===== src/rtl/instr_fetch.sv =====
// Instruction fetch unit: single outstanding request to instruction memory,
// one-entry output holding register toward decode, redirect/squash handling.
module instr_fetch #(
    parameter logic [31:0] RESET_PC = 32'h0000_0000
) (
    input  logic        clk,
    input  logic        nreset,
    output logic        imem_req,
    output logic [31:0] imem_addr,
    input  logic        imem_ack,
    input  logic [31:0] imem_rdata,
    output logic        inst_valid,
    input  logic        inst_ready,
    output logic [31:0] inst_word,
    output logic [31:0] inst_pc,
    input  logic        redirect,
    input  logic [31:0] redirect_pc,
    output logic [7:0]  fetch_count
);

    localparam logic [31:0] START_PC = {RESET_PC[31:2], 2'b00};

    typedef enum logic [1:0] {IDLE, FETCH, HOLD} state_t;

    state_t      state;
    logic [31:0] pc;
    logic [31:0] target;
    logic        squash;
    logic [31:0] redir_addr;

    assign redir_addr = {redirect_pc[31:2], 2'b00};

    // imem_addr doubles as the request address register; it only moves
    // when no request is outstanding or on the acking edge.
    always_ff @(posedge clk or negedge nreset) begin
        if (!nreset) begin
            state       <= IDLE;
            pc          <= START_PC;
            target      <= START_PC;
            squash      <= 1'b0;
            imem_req    <= 1'b0;
            imem_addr   <= START_PC;
            inst_valid  <= 1'b0;
            inst_word   <= '0;
            inst_pc     <= '0;
            fetch_count <= '0;
        end else begin
            if (inst_valid && inst_ready)
                fetch_count <= fetch_count + 8'd1;

            case (state)
                IDLE: begin
                    state    <= FETCH;
                    imem_req <= 1'b1;
                    if (redirect) begin
                        pc        <= redir_addr;
                        imem_addr <= redir_addr;
                    end else begin
                        imem_addr <= pc;
                    end
                end

                FETCH: begin
                    if (imem_ack) begin
                        if (redirect) begin
                            pc        <= redir_addr;
                            imem_addr <= redir_addr;
                            squash    <= 1'b0;
                        end else if (squash) begin
                            pc        <= target;
                            imem_addr <= target;
                            squash    <= 1'b0;
                        end else begin
                            inst_word  <= imem_rdata;
                            inst_pc    <= imem_addr;
                            pc         <= imem_addr + 32'd4;
                            inst_valid <= 1'b1;
                            imem_req   <= 1'b0;
                            state      <= HOLD;
                        end
                    end else if (redirect) begin
                        // request is in flight: let it finish, then discard it
                        squash <= 1'b1;
                        target <= redir_addr;
                    end
                end

                HOLD: begin
                    if (redirect) begin
                        pc         <= redir_addr;
                        imem_addr  <= redir_addr;
                        inst_valid <= 1'b0;
                        imem_req   <= 1'b1;
                        state      <= FETCH;
                    end else if (inst_ready) begin
                        imem_addr  <= pc;
                        inst_valid <= 1'b0;
                        imem_req   <= 1'b1;
                        state      <= FETCH;
                    end
                end

                default: begin
                    state      <= IDLE;
                    imem_req   <= 1'b0;
                    inst_valid <= 1'b0;
                end
            endcase
        end
    end

endmodule


===== config.mk =====
export PLATFORM = sky130hd
export DESIGN_NAME = instr_fetch
export DESIGN_NICKNAME = d
export VERILOG_FILES = /design/src/rtl/instr_fetch.sv
export SDC_FILE = /design/constraint.sdc
export NUM_CORES = 1
export LEC_CHECK = 0
export BUFFER_PORTS_ARGS = -buffer_cell sky130_fd_sc_hd__buf_2
export CAP_MARGIN = 20
export CORE_MARGIN = 8
export CORE_UTILIZATION = 35
export DETAILED_ROUTE_END_ITERATION = 12
export PLACE_DENSITY_LB_ADDON = 0.25
export RECOVER_POWER = 25
export SYNTH_ARGS = -nofsm -noshare
export SYNTH_HDL_FRONTEND = slang
export SYNTH_SLANG_ARGS = --single-unit

===== constraint.sdc =====
create_clock -name clk -period 3.9 [get_ports clk]
set_clock_uncertainty 0.1 [all_clocks]
set_input_delay 0.195 -clock clk [delete_from_list [all_inputs] [get_ports clk]]
set_output_delay 0.195 -clock clk [all_outputs]
set_load 0.02 [all_outputs]

# Word-level counts from Yosys, hierarchy flattened
# Index checks and enable logic that the tools add are counted.
[classes]
reduce_logical = 13
n_addsub = 2
eq_ne = 7
n_mux = 31
bitwise = 4
[op_table]
columns = ["operator", "n"]
rows = [
  ["2-to-1 mux 32 bit", 9],
  ["one-hot mux 32 bit (3 select lines)", 1],
  ["one-hot mux 32 bit (2 select lines)", 1],
  ["adder 32 x 3 -> 32 bit (second input constant)", 1],
  ["2-to-1 mux 1 bit", 12],
  ["AND reduction 4 bit", 3],
  ["2-to-1 mux 2 bit", 5],
  ["adder 8 x 1 -> 8 bit (second input constant)", 1],
  ["!= test 2 bit (second input constant)", 3],
  ["!= test 3 bit (second input constant)", 2],
  ["one-hot mux 1 bit (3 select lines)", 2],
  ["one-hot mux 2 bit (3 select lines)", 1],
  ["AND reduction 5 bit", 1],
  ["NOT 1 bit", 4],
  ["AND reduction 2 bit", 2],
  ["nonzero test 2 bit", 2],
  ["AND reduction 3 bit", 1],
  ["nonzero test 3 bit", 1],
  ["equality test 2 x 1 -> 1 bit (second input constant)", 1],
  ["equality test 2 bit (second input constant)", 1],
  ["logical NOT 2 bit", 1],
  ["OR reduction 2 bit", 1],
  ["logical AND 1 bit", 1],
]
[totals]
regBits = 171
inputBits = 69
output_inout_bits = 106

# Depth between registers and ports, before layout
# Gate-level depths: netlist of run 1.
[logic_depth]
word_depth = 5
mapped_depth = 8
ltp_nobuf = 6

# Worst setup path after synthesis of run 1
# Ideal clock, no wire load.
[synth_path]
kind = "flip-flop to flip-flop"
start = "reg imem_addr[2]"
end = "reg pc[26]"
n_path_buf = 0
arrival_time_ns = 1.720
period_less_slack_ns = 1.907
setup_slack_ns = 1.993
path_stages_with_launch = 7
path_cell_list = "dfrtp_1 ha_1 nand3_4 nor4_4 nand3_2 xor2_1 a211oi_2"
[synth_between]
elab_chain_len = 5
[synth_rtl]
columns = ["item", "line_no", "text"]
rows = [
  ["start, declared", "9", "output logic [31:0] imem_addr,"],
  ["start signal, assigned", "57", "imem_addr <= redir_addr;"],
  ["start signal, assigned", "59", "imem_addr <= pc;"],
  ["start signal, assigned", "67", "imem_addr <= redir_addr;"],
  ["adder 32 x 3 -> 32 bit", "76", "pc <= imem_addr + 32'd4;"],
  ["2-to-1 mux 32 bit", "69", "end else if (squash) begin"],
  ["2-to-1 mux 32 bit", "65", "if (redirect) begin"],
  ["2-to-1 mux 32 bit", "64", "if (imem_ack) begin"],
  ["one-hot mux 32 bit (2 select lines)", "51", "case (state)"],
  ["end signal, assigned", "56", "pc <= redir_addr;"],
  ["end signal, assigned", "66", "pc <= redir_addr;"],
  ["end signal, assigned", "70", "pc <= target;"],
  ["end, declared", "26", "logic [31:0] pc;"],
]
# No other way between the ends. The select of a mux whose other input is x is not followed.
# A chain may end at the register's enable or synchronous reset.

# Worst setup path after layout of run 1
[layout_path]
start = "reg state[0]"
end = "reg pc[25]"
[layout_between]
elab_chain_len = 4
word_cells_on_any_way = 8
classes_between = "eq/ne (3); mux (1); reduce/logical (4)"
[layout_rtl]
columns = ["item", "line_no", "text"]
rows = [
  ["start, declared", "25", "state_t state;"],
  ["start signal, assigned", "37", "state <= IDLE;"],
  ["start signal, assigned", "53", "state <= FETCH;"],
  ["start signal, assigned", "79", "state <= HOLD;"],
  ["equality test 2 bit or logical NOT 2 bit (tied branches)", "51", ""],
  ["OR reduction 2 bit (no source line)", "n/a", ""],
  ["nonzero test 2 bit (no source line)", "n/a", ""],
  ["AND reduction 2 bit (no source line)", "n/a", ""],
]
# Several ways; a longest one is shown, not always the timed one.

==> reports/results.txt, run 1 <==
The flow ran to the end, but the final reports show violations. The final reports fail on capacitance limit, slew limit. Of the available clock period, the critical path in the final layout requires 66.37%. The path type of the worst min-delay path is input port to flop. Across the VDD grid, the largest voltage drop is 0.3384 mV.

From synthesis to final layout, the design area changed by 28.64%. Layer with the highest usage: met2. The I/O pin count is 175. Measured along the x axis, the die boundary spans 168.5 µm.

0 antenna diodes ended up in the layout. The minimum clock period works out to 2589 ps. Area of the die: 28,390 µm². The tools report the reg-to-reg critical path startpoint as state[0]. The number of synthesized register bits was 171; the leakage dissipation was 4.945 nW. Timing would allow up to 386.3 MHz. Among all flip-flop cells after synthesis, the most frequent one is sky130_fd_sc_hd__dfrtp_1. For this run, asynchronously set or reset flops after synthesis account for 100.0%. Clock tree synthesis selected as its root buffer the cell sky130_fd_sc_hd__clkbuf_16. Data on the critical path arrives at its endpoint at 2820 ps. The number of clock buffers added by TritonCTS is 17. Setup repair after global routing left no endpoint under its margin.

In this run the deepest clock path goes through 2 buffers. Summed over all layers, the global routing overflow is 0. In the final design database the tool counted 1,174 nets.

TritonCTS built the clock tree. The all-layer global routing usage is 17.42%, and the largest driver fanout on the critical path is 24. The tools report the clock insertion delay at the later pin of the skew report as 430 ps. The initial antenna violation count came out at 0.

The number of hold buffers added after CTS was 64. The remaining number of nets flagged by the antenna check after routing came out at 0. The worst pin sits at a relative slew slack of -36.44%.

The logs give 39.17 mm for the wire length of the first global-routing pass and 26.72 ps for the smallest hold slack. The number of different library cells in the post-synthesis netlist is 57. Power spread over the standard cell area amounts to 758.3 nW/µm². The number of iterations in the first detailed-routing pass came out at 5. Setup violations remaining at the end of the flow were counted as 0. The number of global-route vias before repair came out at 7,003. Entering global routing, the biggest net connects 81 pins. The average cell area after synthesis is 9.186 µm².

After synthesis the cells add up to 8139 µm². The remaining design rule violation count is 0. Measured along the y axis, the die boundary spans 168.5 µm.

The placeable core region was 23,120 µm²; the clock input transition at the sequential cells of the worst setup and hold paths was 70 ps. For the HPWL after detailed placement, the log shows 16.05 mm. The logs give 7,049 for the detailed-route via count and 4 for the maximum level of the CTS H-tree. The total length of routed wires was 24.44 mm. The number of fill cells in the layout came out at 2,237. The effective utilization at floorplan is 35.20%. At the worst endpoint, the required time is 4130 ps. The minimum setup slack in the final design was 1312 ps. Routability-driven placement finished with a final weighted congestion of 0.7740. The floorplan has 56 rows. The kind of critical path was flop to flop.

The startpoint identified for the worst hold timing path is inst_ready. Adding up every negative setup slack in the final design gives 0 ps. The tools report the synthesized instance count as 886. After detailed routing, the average wire length per cell comes to 17.38 µm. Tracing the worst setup path back leads to its startpoint at state[0]. The post-place setup slack was 1347 ps; the number of enable flip-flop cells after synthesis was 0.

The fraction of layout instances using a drive strength above 1 came out at 21.33%. The count of endpoints failing hold in the final timing report is 0. The post-cts sizing count is 0.

The number of DRC markers in iteration 0 is 508. For this run, the register share of the synthesized area comes to 52.57%. The worst hold path passes through 3 cells.

The tools report the synthesis warning total as 0. For met3 alone, demand over resource in global routing was 3.378%. For the total count of max-transition violations in the final report, the log shows 73. Global routing used 28.82% of the available met2 tracks.

The run gives 0 as the number of setup buffers added after CTS. Counting every net in the synthesized netlist gives 957. In the global route stage, met1 resource usage came out at 22.66%. The count of clock tree sinks was 171. The number of cells on the worst reg-to-reg path works out to 5. STA classifies the critical path endpoint as a flop.

In the routed layout, each cell is associated on average with a via count of 5.014. Buffers placed on the I/O ports in this run total 172. The worst setup path is launched from a flop.

At the pin with the least slew margin, the transition time is 2047 ps. Number of max-capacitance violations reported: 1.
[where the power goes]
group | switching (mW) | internal [mW]
Sequential | 0.709 | 2.53
Combinational | 1.89 | 1.08
Clock | 0.729 | 0.995
Total | 3.33 | 4.61
[worst paths after layout]
| path | to | slack (ps) |
|---|---|---|
| worst max-delay path | pc[25] | 1310 |
| min in group asynchronous | inst_pc[22] | 790 |
| worst min register to register | fetch_count[7] | 360 |
| worst max register to register | pc[25] | 1310 |
| worst min-delay path | inst_valid | 30 |
| max in group asynchronous | state[0] | 1690 |
[synth_stat cells (4+ instances only)]
master | n | share of area (%)
sky130_fd_sc_hd__nand2_1 | 298 | 14
sky130_fd_sc_hd__dfrtp_1 | 171 | 53
sky130_fd_sc_hd__a21oi_1 | 68 | 4.2
sky130_fd_sc_hd__o21ai_0 | 53 | 3.3
sky130_fd_sc_hd__mux2_2 | 36 | 5.0
sky130_fd_sc_hd__nor2_1 | 31 | 1.4
sky130_fd_sc_hd__buf_2 | 27 | 1.7
sky130_fd_sc_hd__xor2_1 | 23 | 2.5
sky130_fd_sc_hd__a22oi_1 | 17 | 1.6
sky130_fd_sc_hd__clkbuf_1 | 16 | 0.74
sky130_fd_sc_hd__nand3_1 | 14 | 0.86
sky130_fd_sc_hd__xnor2_1 | 10 | 1.1
sky130_fd_sc_hd__mux2i_1 | 9 | 1.1
sky130_fd_sc_hd__o211ai_1 | 9 | 0.83
sky130_fd_sc_hd__inv_1 | 8 | 0.37
sky130_fd_sc_hd__nand4_1 | 7 | 0.54
sky130_fd_sc_hd__o21ai_1 | 7 | 0.43
sky130_fd_sc_hd__buf_1 | 6 | 0.28
sky130_fd_sc_hd__nand2b_1 | 6 | 0.46
sky130_fd_sc_hd__a22o_1 | 5 | 0.54
sky130_fd_sc_hd__and3_1 | 5 | 0.38
sky130_fd_sc_hd__nor2b_1 | 4 | 0.31
sky130_fd_sc_hd__nor3_1 | 4 | 0.25
sky130_fd_sc_hd__o22ai_1 | 4 | 0.31
[layout by cell type, fill, tap and decap left out, drive strengths merged, types with 8 or more instances in the layout]
| cell | count |
|---|---|
| mux2 | 36 |
| xor2 | 23 |
| nand2 | 300 |
| a21oi | 68 |
| clkbuf | 59 |
| nand4 | 8 |
| xnor2 | 10 |
| mux2i | 9 |
| nand3 | 18 |
| o21ai | 61 |
| a22oi | 17 |
| buf | 150 |
| inv | 9 |
| dlygate4sd3 | 64 |
| o211ai | 10 |
| dfrtp | 171 |
| nor2 | 32 |
[critical path: stages, from the launching register on]
cell and delay (ps):
sky130_fd_sc_hd__dfrtp_1 650, sky130_fd_sc_hd__nor2b_2 380, sky130_fd_sc_hd__a21oi_2 820, sky130_fd_sc_hd__buf_4 370
sky130_fd_sc_hd__nand2_1 80, sky130_fd_sc_hd__o211ai_1 80
[layout make-up]
class,count,area [µm²],share of cell area [%]
Clock inverter,10,113.9,1.087
Sequential cell,171,4279,40.87
Tap cell,290,362.8,3.466
Inverter,8,30.03,0.2868
Multi-Input combinational cell,654,3616,34.54
Clock buffer,22,474.2,4.529
Timing Repair Buffer,251,1594,15.22
[routing by layer]
| metal | routed length, µm | vias up |
|---|---|---|
| met5 | 0 | - |
| met4 | 399 | 0 |
| met3 | 1254 | 27 |
| met2 | 11940 | 189 |
| met1 | 10850 | 3417 |
| li1 | - | 3416 |
[stage by stage]
stage          util, %  cells  power [mW]  cell area (µm²)
3_5_place_dp     40.19   1310       6.271             9293
6_report         45.28   1406       7.939            10470
2_1_floorplan        -    886       5.109             8139
4_1_cts          45.50   1406       8.072            10520
5_1_grt          45.28   1406       8.501            10470
3_3_place_gp     40.19   1310       6.205             9293
[logic make-up after synthesis]
kind of cell,share of synthesized area [%]
AOI/OAI and AO/OA,12.88
buffers and inverters,3.382
and+or+nand+nor,21.21
muxes,6.088
DFF,52.57
adders and majority gates,0.3074
xor gates and xnor gates,3.551
[sequential cells by signal (all words and copies together) (netlist names)]
register	count
target	30
state	2
inst_word	32
imem_addr	32
inst_pc	32
inst_valid	1
imem_req	1
pc	32
squash	1
fetch_count	8
Note: power is estimated with default switching activity, not from simulation.
==> run 2, diff against run 1 <==
==> constraint.sdc (replaced) <==
create_clock -name clk -period 2.1 [get_ports clk]
set_clock_uncertainty 0.1 [all_clocks]
set_input_delay 0.105 -clock clk [delete_from_list [all_inputs] [get_ports clk]]
set_output_delay 0.105 -clock clk [all_outputs]
set_load 0.02 [all_outputs]
==> run 2 against run 1 <==
Effect of this change:
- the flow now finishes without violations
- utilization increased by 1.6 points
- flip-flop and latch count stayed put
- die area is the same
- setup slack lost 1100 ps
- final cell count increased by 2.3%
- clock power rose by 89%
- cell area up 3.5%
- critical path depth unchanged
- clock-buffer cell count decreased by 2
- register-to-register slack got worse by 1100 ps
- critical path type unchanged
- critical endpoint is now pc[27]
- largest cell class unchanged
- largest power group is now combinational logic
==> reports/results.txt, run 2 (synthesis gave the netlist of run 1 again) <==
The analysis attributes to cell leakage a power of 5.260 nW. The tools report the net total in the final layout as 1,208. In this run the worst hold path is classified as input port to flop. The slowest stage of the critical path belongs to the cell sky130_fd_sc_hd__dfrtp_1. The final critical path takes up 90.56% of the cycle.

The tools report the global placement routability congestion as 0.7874. For the count of endpoints failing hold in the final timing report, the log shows 0. The number of fill cells in the layout was 2,221. Leaving out fill and tap cells, the most frequent cell in the layout is sky130_fd_sc_hd__nand2_1.

Headroom to the max-slew limit came out at 2.466%. The logs give 7,153 for the detailed-route via count and 56 for the row count. The maximum operating frequency came out at 525.8 MHz. The kind of critical path is flop to flop.

Root buffer selected by CTS: sky130_fd_sc_hd__clkbuf_16. Detailed placement finished with a half-perimeter wire length of 17.11 mm. Total grt overflow: 0. The number of port buffers came out at 172. The initial antenna violation count was 0; the width of the die was 168.5 µm. Signed area change from the synthesized netlist to the final layout: 33.13%.

The minimum clock period works out to 1902 ps. The vias per cell came out at 4.971. The maximum level of the CTS H-tree is 4. The worst setup path is captured at a flop. Max-cap violations in this run came to 0. The number of antenna diodes in the final layout is 0.

Number of DRC markers in iteration 0: 505. The clock reaches the later pin of the worst-skew pair after 430 ps. The die covers 28,390 µm². Pin placement for this block handled 175 I/O pins. Number of global-route vias before repair: 7,239. The first global-routing pass estimated 39.97 mm of wire. Once the floorplan was initialized, standard cells occupied 35.20% of the core. The vertical die dimension works out to 168.5 µm.

Setup repair after global routing left no endpoint under its margin. The count of clock tree sinks was 171; the average detailed-routed wire length per instance was 17.24 µm. The tools report the remaining design rule violation count as 0. The longest clock path from root to sink contains 2 buffers. The number of clock buffers added by TritonCTS is 17. STA classifies the critical path startpoint as a flop. In the final timing run, aggregate negative setup slack is 0 ps. For the worst setup path, the data arrival time is 2100 ps.

The completed layout was analyzed and its total power is 15.27 mW. The peak per-stage delay on the critical path is 510 ps, and the power density over cell area is 1410 nW/µm². In this run the worst path has a maximum fanout of 7. Once detail routing completed, the nets flagged for antenna violations numbered 0. The flow ran to the end, and the final reports show no timing, DRC or antenna violations. The signal on the critical path passes through nand4_2, nor4_4, nand4_1, xor2_1, o211ai_2.

Setup violations remaining at the end of the flow were counted as 0. Across every metal layer, demand over resource in global routing totals 17.74%. The number of iterations in the first detailed-routing pass is 4, and the placeable core region is 23,120 µm². In this run the post-CTS setup repair buffer count came out at 0. Across the VDD grid, the largest voltage drop is 0.6680 mV.

The fraction of layout instances using a drive strength above 1 was 26.54%; the clock input transition at the sequential cells of the worst setup and hold paths was 60 ps. The maximum number of pins on one net before global-route repair is 63, and the transition time at the pin with the least slew margin is 1463 ps. TritonCTS built the clock tree.

The total count of max-transition violations in the final report came out at 0. At the worst endpoint, the required time is 2290 ps. The library cells used most frequently in the layout, excluding fill and tap cells, are sky130_fd_sc_hd__nand2_1, sky130_fd_sc_hd__buf_2, sky130_fd_sc_hd__dfrtp_1. The total length of routed wires was 24.81 mm.
run 2: cell types whose count changed in the layout (fill, tap and decap cells not counted), sizes merged:
cell,previous run,this run
dlygate4sd3,64,66
clkinvlp,4,2
clkbuf,59,21
buf,150,218
bufinv,2,3
clkinv,3,5
run 2: critical path: cells and delay by family, from the launching register on:
family	cells	cell delay (ps)
AND/OR/NAND/NOR	3	880
flip-flops	1	510
AO/OA/AOI/OAI	1	80
XOR/XNOR	1	190
run 2: metal layers:
layer | GRT usage, % | share of wire (%) | up-vias
met3 | 3.471 | 4.6 | 26
met4 | 5.745 | 1.8 | 0
met1 | 22.46 | 44 | 3473
met2 | 30.05 | 50 | 179
met5 | 0 | 0 | -
li1 | - | - | 3475
run 2: path summary, 6_finish.rpt:
check	from	to	slack (ps)	cells after the start
worst max-delay path	imem_addr[5]	pc[27]	200	5
worst max register to register	imem_addr[5]	pc[27]	200	5
worst min register to register	fetch_count[7]	fetch_count[7]	370	1
max in group asynchronous	nreset	pc[10]	390	3
min in group asynchronous	nreset	imem_addr[27]	220	3
worst min-delay path	redirect	pc[31]	140	5
run 2: repair_timing:
action	in CTS	in global routing
endpoints found under the setup margin	0	0
hold buffers	66	0
gates resized for setup	0	0
endpoints found under the hold margin	291	0
run 2: area by class of cell:
type	instances	area (µm²)	area share (%)
well taps	290	362.8	3.349
inverters	8	30.03	0.2771
flip-flops and latches	171	4279	39.49
clock inverters	11	142.6	1.316
repair buffers	285	1951	18.00
clock buffers	20	456.7	4.215
multi-input cells	654	3613	33.35
run 2: where the power goes:
group          internal, mW  total (mW)  leakage, nW  switching (mW)
sequential             4.71        5.80         2.11            1.08
clock                  1.93        3.25        0.292            1.33
combinational          2.40        6.23         2.85            3.83
run 2: per-stage QoR:
| step | setup slack (ps) | instance area, µm² | hold WS (ps) | cells | utilization, % |
|---|---|---|---|---|---|
| floorplan | 193.1 | 8139 | -290.6 | 886 | - |
| global placement | 225.3 | 9605 | -133.2 | 1342 | 41.54 |
| detailed placement | 206.4 | 9605 | -131.6 | 1342 | 41.54 |
| CTS | 188.8 | 10870 | 128.6 | 1439 | 46.99 |
| global route | 17.76 | 10840 | 186.8 | 1439 | 46.86 |
| finish | 198.2 | 10840 | 143.3 | 1439 | 46.86 |
